File: config.mk
export PLATFORM = sky130hd
export DESIGN_NAME = muldiv_unit
export DESIGN_NICKNAME = d
export VERILOG_FILES = /design/src/rtl/mdu_pkg.sv /design/src/rtl/mdu_step.sv /design/src/rtl/muldiv_unit.sv
export SDC_FILE = /design/constraint.sdc
export NUM_CORES = 1
export LEC_CHECK = 0
export CAP_MARGIN = 40
export CORE_ASPECT_RATIO = 1.1
export CORE_MARGIN = 2
export CORE_UTILIZATION = 45
export CTS_CLUSTER_DIAMETER = 80
export DETAILED_ROUTE_END_ITERATION = 12
export DONT_BUFFER_PORTS = 1
export PLACE_DENSITY = 0.6
export SYNTH_ARGS = -nofsm -noshare
export SYNTH_HDL_FRONTEND = slang
export SYNTH_SLANG_ARGS = --single-unit
File: constraint.sdc
create_clock -name clk -period 4.3 [get_ports clk]
set_input_delay 0.86 -clock clk [delete_from_list [all_inputs] [get_ports clk]]
set_output_delay 0.86 -clock clk [all_outputs]
set_load 0.01 [all_outputs]
File: src/rtl/mdu_pkg.sv
// Shared definitions for the MIPS32 multiply/divide unit.
//   - Op encodings presented on the Op port of muldiv_unit.
//   - FSM state encoding used by muldiv_unit.
//   - Small decode helpers for the op field.
package mdu_pkg;

    localparam logic [2:0] MDU_MULT  = 3'd0;
    localparam logic [2:0] MDU_MULTU = 3'd1;
    localparam logic [2:0] MDU_DIV   = 3'd2;
    localparam logic [2:0] MDU_DIVU  = 3'd3;
    localparam logic [2:0] MDU_MTHI  = 3'd4;
    localparam logic [2:0] MDU_MTLO  = 3'd5;

    typedef enum logic [1:0] {
        IDLE = 2'd0,
        CALC = 2'd1,
        SIGN = 2'd2
    } mdu_state_e;

    // Ops 0-3 are the iterative arithmetic ops.
    function automatic logic mdu_is_arith(input logic [2:0] op);
        return (op[2] == 1'b0);
    endfunction

    function automatic logic mdu_is_signed(input logic [2:0] op);
        return (op == MDU_MULT) || (op == MDU_DIV);
    endfunction

    function automatic logic mdu_is_div(input logic [2:0] op);
        return (op == MDU_DIV) || (op == MDU_DIVU);
    endfunction

endpackage

File: src/rtl/mdu_step.sv
// One radix-2 iteration of the multiply/divide datapath (purely combinational).
//   div_i  : 0 = multiply add-shift, 1 = restoring divide trial-subtract/shift
//   hi_i   : multiply: upper product half; divide: partial remainder
//   lo_i   : multiply: multiplier / lower product half; divide: dividend / quotient
//   opb_i  : multiply: multiplicand; divide: divisor (unsigned magnitudes)
//   hi_o   : next upper half / remainder
//   lo_o   : next lower half / quotient
module mdu_step #(
    parameter int unsigned WIDTH = 32
) (
    input  logic             div_i,
    input  logic [WIDTH-1:0] hi_i,
    input  logic [WIDTH-1:0] lo_i,
    input  logic [WIDTH-1:0] opb_i,
    output logic [WIDTH-1:0] hi_o,
    output logic [WIDTH-1:0] lo_o
);

    logic [WIDTH-1:0] addend;
    logic [WIDTH:0]   sum;
    logic [WIDTH:0]   shifted;
    logic [WIDTH-1:0] diff;
    logic             borrow;

    always_comb begin
        // Multiply: add multiplicand when the multiplier LSB is set, then shift
        // the whole {hi, lo} pair right, keeping the carry.
        addend  = lo_i[0] ? opb_i : '0;
        sum     = {1'b0, hi_i} + {1'b0, addend};

        // Divide: shift the next dividend bit into the remainder and trial-subtract.
        // The partial remainder stays below the divisor, so the low WIDTH bits of
        // the modular difference are exact whenever there is no borrow.
        shifted = {hi_i, lo_i[WIDTH-1]};
        borrow  = (shifted < {1'b0, opb_i});
        diff    = shifted[WIDTH-1:0] - opb_i;

        if (div_i) begin
            hi_o = borrow ? shifted[WIDTH-1:0] : diff;
            lo_o = {lo_i[WIDTH-2:0], ~borrow};
        end else begin
            hi_o = sum[WIDTH:1];
            lo_o = {sum[0], lo_i[WIDTH-1:1]};
        end
    end

endmodule

File: src/rtl/muldiv_unit.sv
// Iterative multiply/divide unit with architectural HI/LO registers (MIPS32 EX stage).
//   clk, rst      : clock (rising edge), asynchronous active-low reset
//   Start, Op     : launch MULT/MULTU/DIV/DIVU/MTHI/MTLO with operands Rs, Rt
//   Cancel        : abort an in-flight op on pipeline flush
//   Busy          : arithmetic op in flight
//   Done          : one-cycle pulse when an arithmetic op has written HI/LO
//   DivByZero     : qualifies Done; the divisor was zero
//   HI, LO        : architectural result registers
// Optional build macro MULDIV_EARLY_OUT_EN: zero operands skip the iteration.
module muldiv_unit
    import mdu_pkg::*;
#(
    parameter int unsigned WIDTH  = 32,
    parameter int unsigned UNROLL = 1
) (
    input  logic             clk,
    input  logic             rst,
    input  logic             Start,
    input  logic [2:0]       Op,
    input  logic [WIDTH-1:0] Rs,
    input  logic [WIDTH-1:0] Rt,
    input  logic             Cancel,
    output logic             Busy,
    output logic             Done,
    output logic             DivByZero,
    output logic [WIDTH-1:0] HI,
    output logic [WIDTH-1:0] LO
);

    localparam int unsigned N  = WIDTH / UNROLL;
    localparam int unsigned CW = $clog2(N);

    mdu_state_e       state_q, state_d;
    logic [CW-1:0]    cnt_q, cnt_d;
    logic [WIDTH-1:0] hi_q, hi_d, lo_q, lo_d;
    logic [WIDTH-1:0] acc_hi_q, acc_hi_d, acc_lo_q, acc_lo_d;
    logic [WIDTH-1:0] opb_q, opb_d, rs_q, rs_d;
    logic             div_q, div_d, neg_q, neg_d, neg_rem_q, neg_rem_d;
    logic             dbz_q, dbz_d, done_q, done_d, dbz_out_q, dbz_out_d;

    // Launch decode
    logic             sgn, op_div, early;
    logic [WIDTH-1:0] mag_a, mag_b;

    always_comb begin
        sgn    = mdu_is_signed(Op);
        op_div = mdu_is_div(Op);
        mag_a  = (sgn && Rs[WIDTH-1]) ? -Rs : Rs;
        mag_b  = (sgn && Rt[WIDTH-1]) ? -Rt : Rt;
`ifdef MULDIV_EARLY_OUT_EN
        early  = op_div ? ((Rs == '0) && (Rt != '0)) : ((Rs == '0) || (Rt == '0));
`else
        early  = 1'b0;
`endif
    end

    // Step chain. The first group of steps runs on the launch edge straight from
    // the operand magnitudes, so CALC only needs N-1 cycles and SIGN fits inside
    // the N busy cycles.
    logic             chain_div;
    logic [WIDTH-1:0] chain_opb, chain_hi, chain_lo;
    logic [WIDTH-1:0] hi_c [UNROLL+1];
    logic [WIDTH-1:0] lo_c [UNROLL+1];

    always_comb begin
        if (state_q == IDLE) begin
            chain_div = op_div;
            chain_opb = mag_b;
            chain_hi  = '0;
            chain_lo  = mag_a;
        end else begin
            chain_div = div_q;
            chain_opb = opb_q;
            chain_hi  = acc_hi_q;
            chain_lo  = acc_lo_q;
        end
    end

    assign hi_c[0] = chain_hi;
    assign lo_c[0] = chain_lo;

    for (genvar g = 0; g < UNROLL; g++) begin : g_step
        mdu_step #(
            .WIDTH (WIDTH)
        ) u_step (
            .div_i (chain_div),
            .hi_i  (hi_c[g]),
            .lo_i  (lo_c[g]),
            .opb_i (chain_opb),
            .hi_o  (hi_c[g+1]),
            .lo_o  (lo_c[g+1])
        );
    end

    // Sign correction of the unsigned result
    logic [2*WIDTH-1:0] prod, prod_fix;
    logic [WIDTH-1:0]   hi_fix, lo_fix;

    always_comb begin
        prod     = {acc_hi_q, acc_lo_q};
        prod_fix = neg_q ? -prod : prod;
        if (!div_q) begin
            hi_fix = prod_fix[2*WIDTH-1:WIDTH];
            lo_fix = prod_fix[WIDTH-1:0];
        end else if (dbz_q) begin
            hi_fix = rs_q;
            lo_fix = '1;
        end else begin
            // Most-negative / -1 falls out naturally: negating 2^(WIDTH-1) wraps.
            hi_fix = neg_rem_q ? -acc_hi_q : acc_hi_q;
            lo_fix = neg_q ? -acc_lo_q : acc_lo_q;
        end
    end

    always_comb begin
        state_d   = state_q;
        cnt_d     = cnt_q;
        hi_d      = hi_q;
        lo_d      = lo_q;
        acc_hi_d  = acc_hi_q;
        acc_lo_d  = acc_lo_q;
        opb_d     = opb_q;
        rs_d      = rs_q;
        div_d     = div_q;
        neg_d     = neg_q;
        neg_rem_d = neg_rem_q;
        dbz_d     = dbz_q;
        done_d    = 1'b0;
        dbz_out_d = 1'b0;

        unique case (state_q)
            IDLE: begin
                // Cancel beats a same-cycle Start.
                if (Start && !Cancel) begin
                    if (mdu_is_arith(Op)) begin
                        acc_hi_d  = hi_c[UNROLL];
                        acc_lo_d  = lo_c[UNROLL];
                        opb_d     = mag_b;
                        rs_d      = Rs;
                        div_d     = op_div;
                        neg_d     = sgn && (Rs[WIDTH-1] ^ Rt[WIDTH-1]);
                        neg_rem_d = sgn && Rs[WIDTH-1];
                        dbz_d     = op_div && (Rt == '0);
                        cnt_d     = CW'(1);
                        state_d   = CALC;
                        if (early) begin
                            acc_hi_d = '0;
                            acc_lo_d = '0;
                            state_d  = SIGN;
                        end
                    end else if (Op == MDU_MTHI) begin
                        hi_d = Rs;
                    end else if (Op == MDU_MTLO) begin
                        lo_d = Rs;
                    end
                end
            end
            CALC: begin
                if (Cancel) begin
                    state_d = IDLE;
                end else begin
                    acc_hi_d = hi_c[UNROLL];
                    acc_lo_d = lo_c[UNROLL];
                    if (cnt_q == CW'(N - 1)) begin
                        state_d = SIGN;
                    end else begin
                        cnt_d = cnt_q + CW'(1);
                    end
                end
            end
            SIGN: begin
                state_d = IDLE;
                if (!Cancel) begin
                    hi_d      = hi_fix;
                    lo_d      = lo_fix;
                    done_d    = 1'b1;
                    dbz_out_d = dbz_q;
                end
            end
            default: state_d = IDLE;
        endcase
    end

    always_ff @(posedge clk or negedge rst) begin
        if (!rst) begin
            state_q   <= IDLE;
            cnt_q     <= '0;
            hi_q      <= '0;
            lo_q      <= '0;
            acc_hi_q  <= '0;
            acc_lo_q  <= '0;
            opb_q     <= '0;
            rs_q      <= '0;
            div_q     <= 1'b0;
            neg_q     <= 1'b0;
            neg_rem_q <= 1'b0;
            dbz_q     <= 1'b0;
            done_q    <= 1'b0;
            dbz_out_q <= 1'b0;
        end else begin
            state_q   <= state_d;
            cnt_q     <= cnt_d;
            hi_q      <= hi_d;
            lo_q      <= lo_d;
            acc_hi_q  <= acc_hi_d;
            acc_lo_q  <= acc_lo_d;
            opb_q     <= opb_d;
            rs_q      <= rs_d;
            div_q     <= div_d;
            neg_q     <= neg_d;
            neg_rem_q <= neg_rem_d;
            dbz_q     <= dbz_d;
            done_q    <= done_d;
            dbz_out_q <= dbz_out_d;
        end
    end

    assign Busy      = (state_q != IDLE);
    assign Done      = done_q;
    assign DivByZero = dbz_out_q;
    assign HI        = hi_q;
    assign LO        = lo_q;

endmodule

### After elaboration in Yosys (flattened, before gate mapping)

Cells that the tools add are included.

| storage, ports and cells | value |
|---|---|
| bits of input ports | 71 |
| output and inout bits | 67 |
| logic and storage cells | 113 |
| flip-flop bits (word level) | 205 |

| cells by class | value |
|---|---|
| order comparisons | 1 |
| equality and inequality tests | 17 |
| multiplexer cells | 50 |
| bitwise logic cells | 3 |
| add/subtract/negate cells | 8 |
| reductions and logical operators | 20 |

Operators with widths:

| operator | number |
|---|---|
| $mux 32 | 30 |
| $pmux 32 s2 | 4 |
| $neg 32->32 | 4 |
| $mux 64 | 1 |
| $neg 64->64 | 1 |
| $add 32x32->33 | 1 |
| $lt 33x32->1 | 1 |
| $logic_not 32->1 | 1 |
| $sub 32x32->32 | 1 |
| $mux 5 | 4 |
| $ne 2x2->1 const B | 6 |
| $pmux 5 s2 | 1 |
| $reduce_and 5->1 | 2 |
| $mux 2 | 4 |
| $eq 3x2->1 const B | 2 |
| $eq 3x3->1 const B | 2 |
| $ne 2x1->1 const B | 3 |
| $reduce_and 3->1 | 2 |
| $reduce_and 6->1 | 1 |
| $reduce_bool 2->1 | 3 |
| $add 5x1->5 const B | 1 |
| $eq 5x5->1 const B | 1 |
| $logic_and 1x1->1 | 5 |
| $mux 1 | 5 |
| 11 further kinds | 13 |

### Longest topological paths before layout

| logic depth | value |
|---|---|
| depth in word-level cells | 11 |
| depth in mapped cells | 21 |

### Cells and area by module

Synthesis repeated with hierarchy kept, for this count alone.

| unflattened totals | value |
|---|---|
| cell total of the unflattened synthesis | 2276 |
| area total of the unflattened synthesis | 17807.1 um2 |

Modules (own cells, without submodules):

| module | times used | area each (um2) | cells an instance |
|---|---|---|---|
| muldiv_unit | 1 | 13022.5 | 1597 |
| mdu_step | 1 | 4784.6 | 679 |

### Worst setup path before layout

OpenSTA, ideal clock, no wires.

| timing | value |
|---|---|
| path kind | input port to flip-flop |
| start point | input port Rt[9] |
| end point | register acc_hi_q[8] |
| stages | 18 |
| arrival time | 5.013 ns |
| path slack | -0.834 ns |
| setup time | 0.121 ns |
| cells stage by stage | or4_1 -> nor4_2 -> nand4_1 -> o21ai_0 -> xor2_1 -> nand2_1 -> o21ai_0 -> ha_1 -> a21o_1 -> a21o_1 -> a21o_1 -> or4_4 -> or4_1 -> buf_2 -> buf_6 -> a21o_1 -> a31oi_1 -> nor2_1 |

| on the way | value |
|---|---|
| word-level cells in the longest chain between the ends | 9 |
| elaborated cells on any way between the ends | 12 |
| classes of those cells | 2 x add/sub; 1 x order compare; 9 x mux |

Ends and longest elaborated chain:

| element | line | RTL |
|---|---|---|
| start, declared | muldiv_unit.sv:21 | `input logic [WIDTH-1:0] Rt,` |
| $neg 32->32 | muldiv_unit.sv:49 | `mag_b = (sgn && Rt[WIDTH-1]) ? -Rt : Rt;` |
| $mux 32 * | muldiv_unit.sv:49 |  |
| $mux 32 * | muldiv_unit.sv:66 | `if (state_q == IDLE) begin` |
| $mux 32 / $lt 33x32->1 (equally long branches) | mdu_step.sv:28, mdu_step.sv:35 |  |
| $add 32x32->33 / $mux 32 (equally long branches) | mdu_step.sv:29, mdu_step.sv:39 |  |
| $mux 32 * | mdu_step.sv:38 | `if (div_i) begin` |
| $mux 32 | muldiv_unit.sv:135 | `if (mdu_is_arith(Op)) begin` |
| $mux 32 | muldiv_unit.sv:134 | `if (Start && !Cancel) begin` |
| $pmux 32 s2 * | muldiv_unit.sv:131 | `unique case (state_q)` |
| end signal, assigned | muldiv_unit.sv:205 | `acc_hi_q <= acc_hi_d;` |
| end, declared | muldiv_unit.sv:36 | `logic [WIDTH-1:0] acc_hi_q, acc_hi_d, acc_lo_q, acc_lo_d;` |

Every way passes the cells marked *; elsewhere a longest branch is shown, timed or not. The select of a mux whose other input is x is not followed.
A chain may end at the register's enable or synchronous reset.

### Worst setup path after layout

| timing | value |
|---|---|
| start point | input port Rt[9] |
| end point | register acc_hi_q[26] |

| on the way | value |
|---|---|
| word-level cells in the longest chain between the ends | 9 |
| elaborated cells on any way between the ends | 13 |
| classes of those cells | 3 x add/sub; 1 x order compare; 9 x mux |

Ends and longest elaborated chain:

| element | line | RTL |
|---|---|---|
| $neg 32->32 | muldiv_unit.sv:49 |  |
| $mux 32 * | muldiv_unit.sv:49 |  |
| $mux 32 * | muldiv_unit.sv:66 |  |
| $mux 32 (tied with other cells) | mdu_step.sv:28 | `addend = lo_i[0] ? opb_i : '0;` |
| $add 32x32->33 / $mux 32 (equally long branches) | mdu_step.sv:29, mdu_step.sv:39 |  |
| $mux 32 * | mdu_step.sv:38 |  |
| $mux 32 | muldiv_unit.sv:135 |  |
| $mux 32 | muldiv_unit.sv:134 |  |
| $pmux 32 s2 * | muldiv_unit.sv:131 |  |

Marked as above.

==> results.md <==
- After layout, the design draws a total of just over 9 mW.
- The final hold violation count is 0.
- The number of slew-limit violations in the final report came to 0.
- The die span in y is 211 um.
- The clock arrives with 0.0272 ns of skew.
- Once the floorplan was initialized, standard cells occupied around 46% of the core.
- STA classifies the critical path startpoint as an input pin.
- Measured against its own limit, the worst slew margin works out to 45.8%.
- In the routed design, unresolved DRC markers number 0.
- The initial antenna violation count is 1.
- The final estimated routing congestion in global placement is approximately 1.
- Of the synthesized area, sequential elements account for between 20 and 30%.
- The combinational group share of total power is 41.4%.
- The CTS tree is yes.
- The number of I/O pins is 138.
- Once layout is complete, the utilization of the core stands at 56.6%.
- In the final layout, the share of cells above drive strength 1 is approximately a fifth.
- At the end of the flow, the number of nets in the layout was roughly 2.7k.
- The post-synthesis cell area is 0.0175 mm2.
- For this run, the number of Yosys warnings is 0.
- The peak clock frequency supported by timing is ~220 MHz.
- The total overflow left after global routing is 0.
- The finished layout holds 3050 standard cells, fillers aside.
- The vias after detailed routing is 18.5k.
- Yosys mapped the design onto 87 distinct sky130hd cell types.
- The worst-case IR drop observed on VDD is 301 uV.
- The final layout contains routed wiring with a total length of 65100 um.
- The flip-flop and latch count after synthesis is 205.
- The detailed-routing iteration count for the pre-antenna-repair pass is 8.
- The initial DRC count is 1515.
- The post-route worst setup slack is -0.241 ns.
- Dividing total power by cell area gives a power density of 420 mW/mm2.
- The TritonCTS sink count is just over 200.
- The dominant synthesized flop cell is sky130_fd_sc_hd__dfrtp_1.
- Setup repair after global routing could not meet its margin everywhere.
- Internal power comes to 5.48 mW.
- The mean instance size in the synthesized netlist is 7.53 um2.
- After routing the design area is 0.0216 mm2.
- The global-route wire length before repair is slightly above 100000 um.
- CTS placed an instance of sky130_fd_sc_hd__clkbuf_16 at the clock tree root.
- In the final timing run, aggregate negative setup slack is -4.94 ns.
- Once detail routing completed, the nets flagged for antenna violations numbered 0.
- The number of enable flip-flop cells after synthesis is 0.
- The shortest period the worst path allows is ~4.5 ns.
- In this run, the clock network consumes 24.2% of the power.
- After detailed placement, the total cell area comes to just over 0.02 mm2.
- The total routing usage reported by global routing is 31.9%.
- The total die area is a little over 0.04 mm2.
- The area taken by flip-flops and latches is 0.00513 mm2.
- The fill cell total of the finished layout is 3647.
- 0 antenna diodes ended up in the layout.
- In this run the tool buffered the top-level ports with 0 buffer cells.
- For this design the static power due to leakage is 9.44 nW.
- The data arrival time of the worst path is between 4 and 5 ns.
- The maximum net fanout on the critical path is 10.
- The number of nets produced by synthesis is 2461.
- The transition time at the pin with the least slew margin is 0.810 ns.
- The via count of the first global-routing pass is between 15k and 20k.
- The synthesis-to-layout area growth is 23.8%.
- The worst path required time is 4.74 ns.
- Clock-pin slew was measured on the worst setup and hold paths at ~0.06 ns.
- Dividing the detail-routed wire length by the instance count gives 21.3 um.
- The cell count after synthesis came out at 2318.
- The share of the clock period used by the worst path is 106%.
- The initialized floorplan defines 75 standard-cell rows.
- In this run the worst hold path is classified as in2async.
- The final reports fail on negative setup slack.
- Entering global routing, the biggest net connects 108 pins.
- The kind of end point of the critical path is a register.
- The flow ran to the end, but the final reports show violations.
- The clock network latency to the later pin of the worst-skew pair is 0.56 ns.
- The cell total after placement is 2975.
- The critical path class is in2reg.
- The switching share of power is 39.7%.
- The half-perimeter wire length after detailed placement is 49600 um.
- The max-cap check violation count is 0.
- In this run the horizontal extent of the chip is 192 um.
- In this run the number of H-tree levels came out at 1.
- No sink is reached through more buffers than the 3 on the longest clock path.
- Clock tree synthesis inserted a total of 26 buffers.
- The area of the multi-input gates is about 0.012 mm2.
- The post-synthesis async set-or-reset flop share is 100%.
- The core area is ~0.038 mm2.
- The share of total power dissipated in sequential elements is roughly a third.
- In the routed layout, each cell is associated on average with a via count of 6.06.
- Setup violations remaining at the end of the flow were counted as 33.
- The analysis attributes to net switching a power of 3.60 mW.
[final timing paths]
kind	startpoint	endpoint	slack, ns	depth (start not counted)
max	Rt[9]	acc_hi_q[26]	-0.24	18
min	rst	rs_q[22]	0.04	0
max reg2reg	state_q[0]	acc_hi_q[26]	0.18	16
min reg2reg	rs_q[19]	rs_q[19]	0.47	2
max in group asynchronous	rst	opb_q[5]	3.63	1
min in group clk	Rs[21]	rs_q[21]	0.41	2
[kinds of logic after synthesis]
family | after synthesis | synth area share, %
flip-flops | 205 | 29.4
multiplexers | 36 | 2.14
AND/OR/NAND/NOR | 864 | 23.0
XOR/XNOR | 187 | 9.38
adder cells (fa/ha/maj) | 72 | 5.25
buffers and inverters | 211 | 4.62
AO/OA/AOI/OAI | 743 | 26.2
[worst max-delay path: stages]
cell	delay, ns
sky130_fd_sc_hd__or4_4	0.54
sky130_fd_sc_hd__nor4_4	0.13
sky130_fd_sc_hd__buf_4	0.17
sky130_fd_sc_hd__nand4_1	0.21
sky130_fd_sc_hd__o21ai_1	0.21
sky130_fd_sc_hd__xor2_1	0.24
sky130_fd_sc_hd__nand2_1	0.10
sky130_fd_sc_hd__o21ai_2	0.09
sky130_fd_sc_hd__ha_1	0.26
sky130_fd_sc_hd__a21o_1	0.16
sky130_fd_sc_hd__a21o_1	0.19
sky130_fd_sc_hd__a21o_1	0.19
sky130_fd_sc_hd__or4_4	0.44
sky130_fd_sc_hd__or4_4	0.54
sky130_fd_sc_hd__a21boi_4	0.21
sky130_fd_sc_hd__buf_12	0.15
sky130_fd_sc_hd__a32oi_2	0.07
sky130_fd_sc_hd__o221ai_1	0.20
[cell usage in the layout, fill, tap and decap left out, types with 38 or more instances in the layout]
| cell | netlist | routed |
|---|---|---|
| sky130_fd_sc_hd__buf_4 | 0 | 342 |
| sky130_fd_sc_hd__o21ai_0 | 245 | 230 |
| sky130_fd_sc_hd__nand2_1 | 348 | 346 |
| sky130_fd_sc_hd__a31oi_1 | 40 | 38 |
| sky130_fd_sc_hd__ha_1 | 70 | 68 |
| sky130_fd_sc_hd__and2_1 | 40 | 40 |
| sky130_fd_sc_hd__nand3_1 | 59 | 56 |
| sky130_fd_sc_hd__xnor2_1 | 118 | 117 |
| sky130_fd_sc_hd__nor3_1 | 41 | 39 |
| sky130_fd_sc_hd__dfrtp_1 | 205 | 203 |
| sky130_fd_sc_hd__a21oi_1 | 176 | 161 |
| sky130_fd_sc_hd__a21o_1 | 43 | 43 |
| sky130_fd_sc_hd__nor2_1 | 210 | 208 |
| sky130_fd_sc_hd__xor2_1 | 69 | 68 |
[repair_timing]
action / 4_1_cts / 5_1_grt
setup buffers: 15 / 12
gates cloned: 1 / 0
pin swaps: 18 / 31
hold buffers: 1 / 0
endpoints found under the hold margin: 99 / 0
setup endpoints to repair: 33 / 33
resized for setup: 42 / 44
[state kept, by name, indices dropped and copies added, names as in the netlist]
| signal | count |
|---|---|
| neg_q | 1 |
| state_q | 2 |
| neg_rem_q | 1 |
| rs_q | 32 |
| div_q | 1 |
| HI | 32 |
| cnt_q | 5 |
| acc_hi_q | 32 |
| acc_lo_q | 32 |
| Done | 1 |
| opb_q | 32 |
| LO | 32 |
| dbz_q | 1 |
| DivByZero | 1 |
[cell type report]
cell class,instances,share of cell area (%)
multi-input cells,1903,55.6
flip-flops and latches,205,23.7
repair buffers,359,13.2
clock buffers,36,3.37
well taps,500,2.89
inverters,37,0.654
clock inverters,10,0.544
[cell usage after synthesis, types with 22 or more instances]
cell,instances,area [um2]
sky130_fd_sc_hd__nand2_1,348,1310
sky130_fd_sc_hd__o21ai_0,245,1230
sky130_fd_sc_hd__nor2_1,210,788
sky130_fd_sc_hd__dfrtp_1,205,5130
sky130_fd_sc_hd__a21oi_1,176,881
sky130_fd_sc_hd__clkbuf_1,157,589
sky130_fd_sc_hd__xnor2_1,118,1030
sky130_fd_sc_hd__ha_1,70,876
sky130_fd_sc_hd__xor2_1,69,604
sky130_fd_sc_hd__nand3_1,59,295
sky130_fd_sc_hd__a21o_1,43,323
sky130_fd_sc_hd__nor3_1,41,205
sky130_fd_sc_hd__a31oi_1,40,250
sky130_fd_sc_hd__and2_1,40,250
sky130_fd_sc_hd__inv_1,36,135
sky130_fd_sc_hd__o22ai_1,36,225
sky130_fd_sc_hd__or3_1,29,181
sky130_fd_sc_hd__a211oi_1,26,195
sky130_fd_sc_hd__mux2i_1,25,250
sky130_fd_sc_hd__o31ai_1,23,173
sky130_fd_sc_hd__o211ai_1,22,165
[power by group through the flow]
stage               clock (mW)  combinational, mW  sequential, mW
finish                    2.20               3.76            3.12
global route              2.31               4.13            3.20
CTS                       2.23               3.64            3.11
detailed placement           0               3.50            3.14
global placement             0               3.42            3.13
floorplan                    0               2.40            2.85
[stage by stage]
step / setup slack (ns) / hold slack (ns)
after global routing: -0.395 / 0.00569
after floorplan: -0.635 / 0.438
after global placement: -1.13 / 0.449
after detailed placement: -1.08 / 0.457
after CTS: -0.215 / 0.00201
final: -0.241 / 0.0357
[layer usage]
metal	vias up	share of wire (%)	track usage, %
met5	-	0	0
met4	0	4.9	14.7
met3	163	8.2	4.98
met2	806	46	52.0
met1	8761	41	41.6
li1	8760	-	-
(Power assumes the default switching activity.)
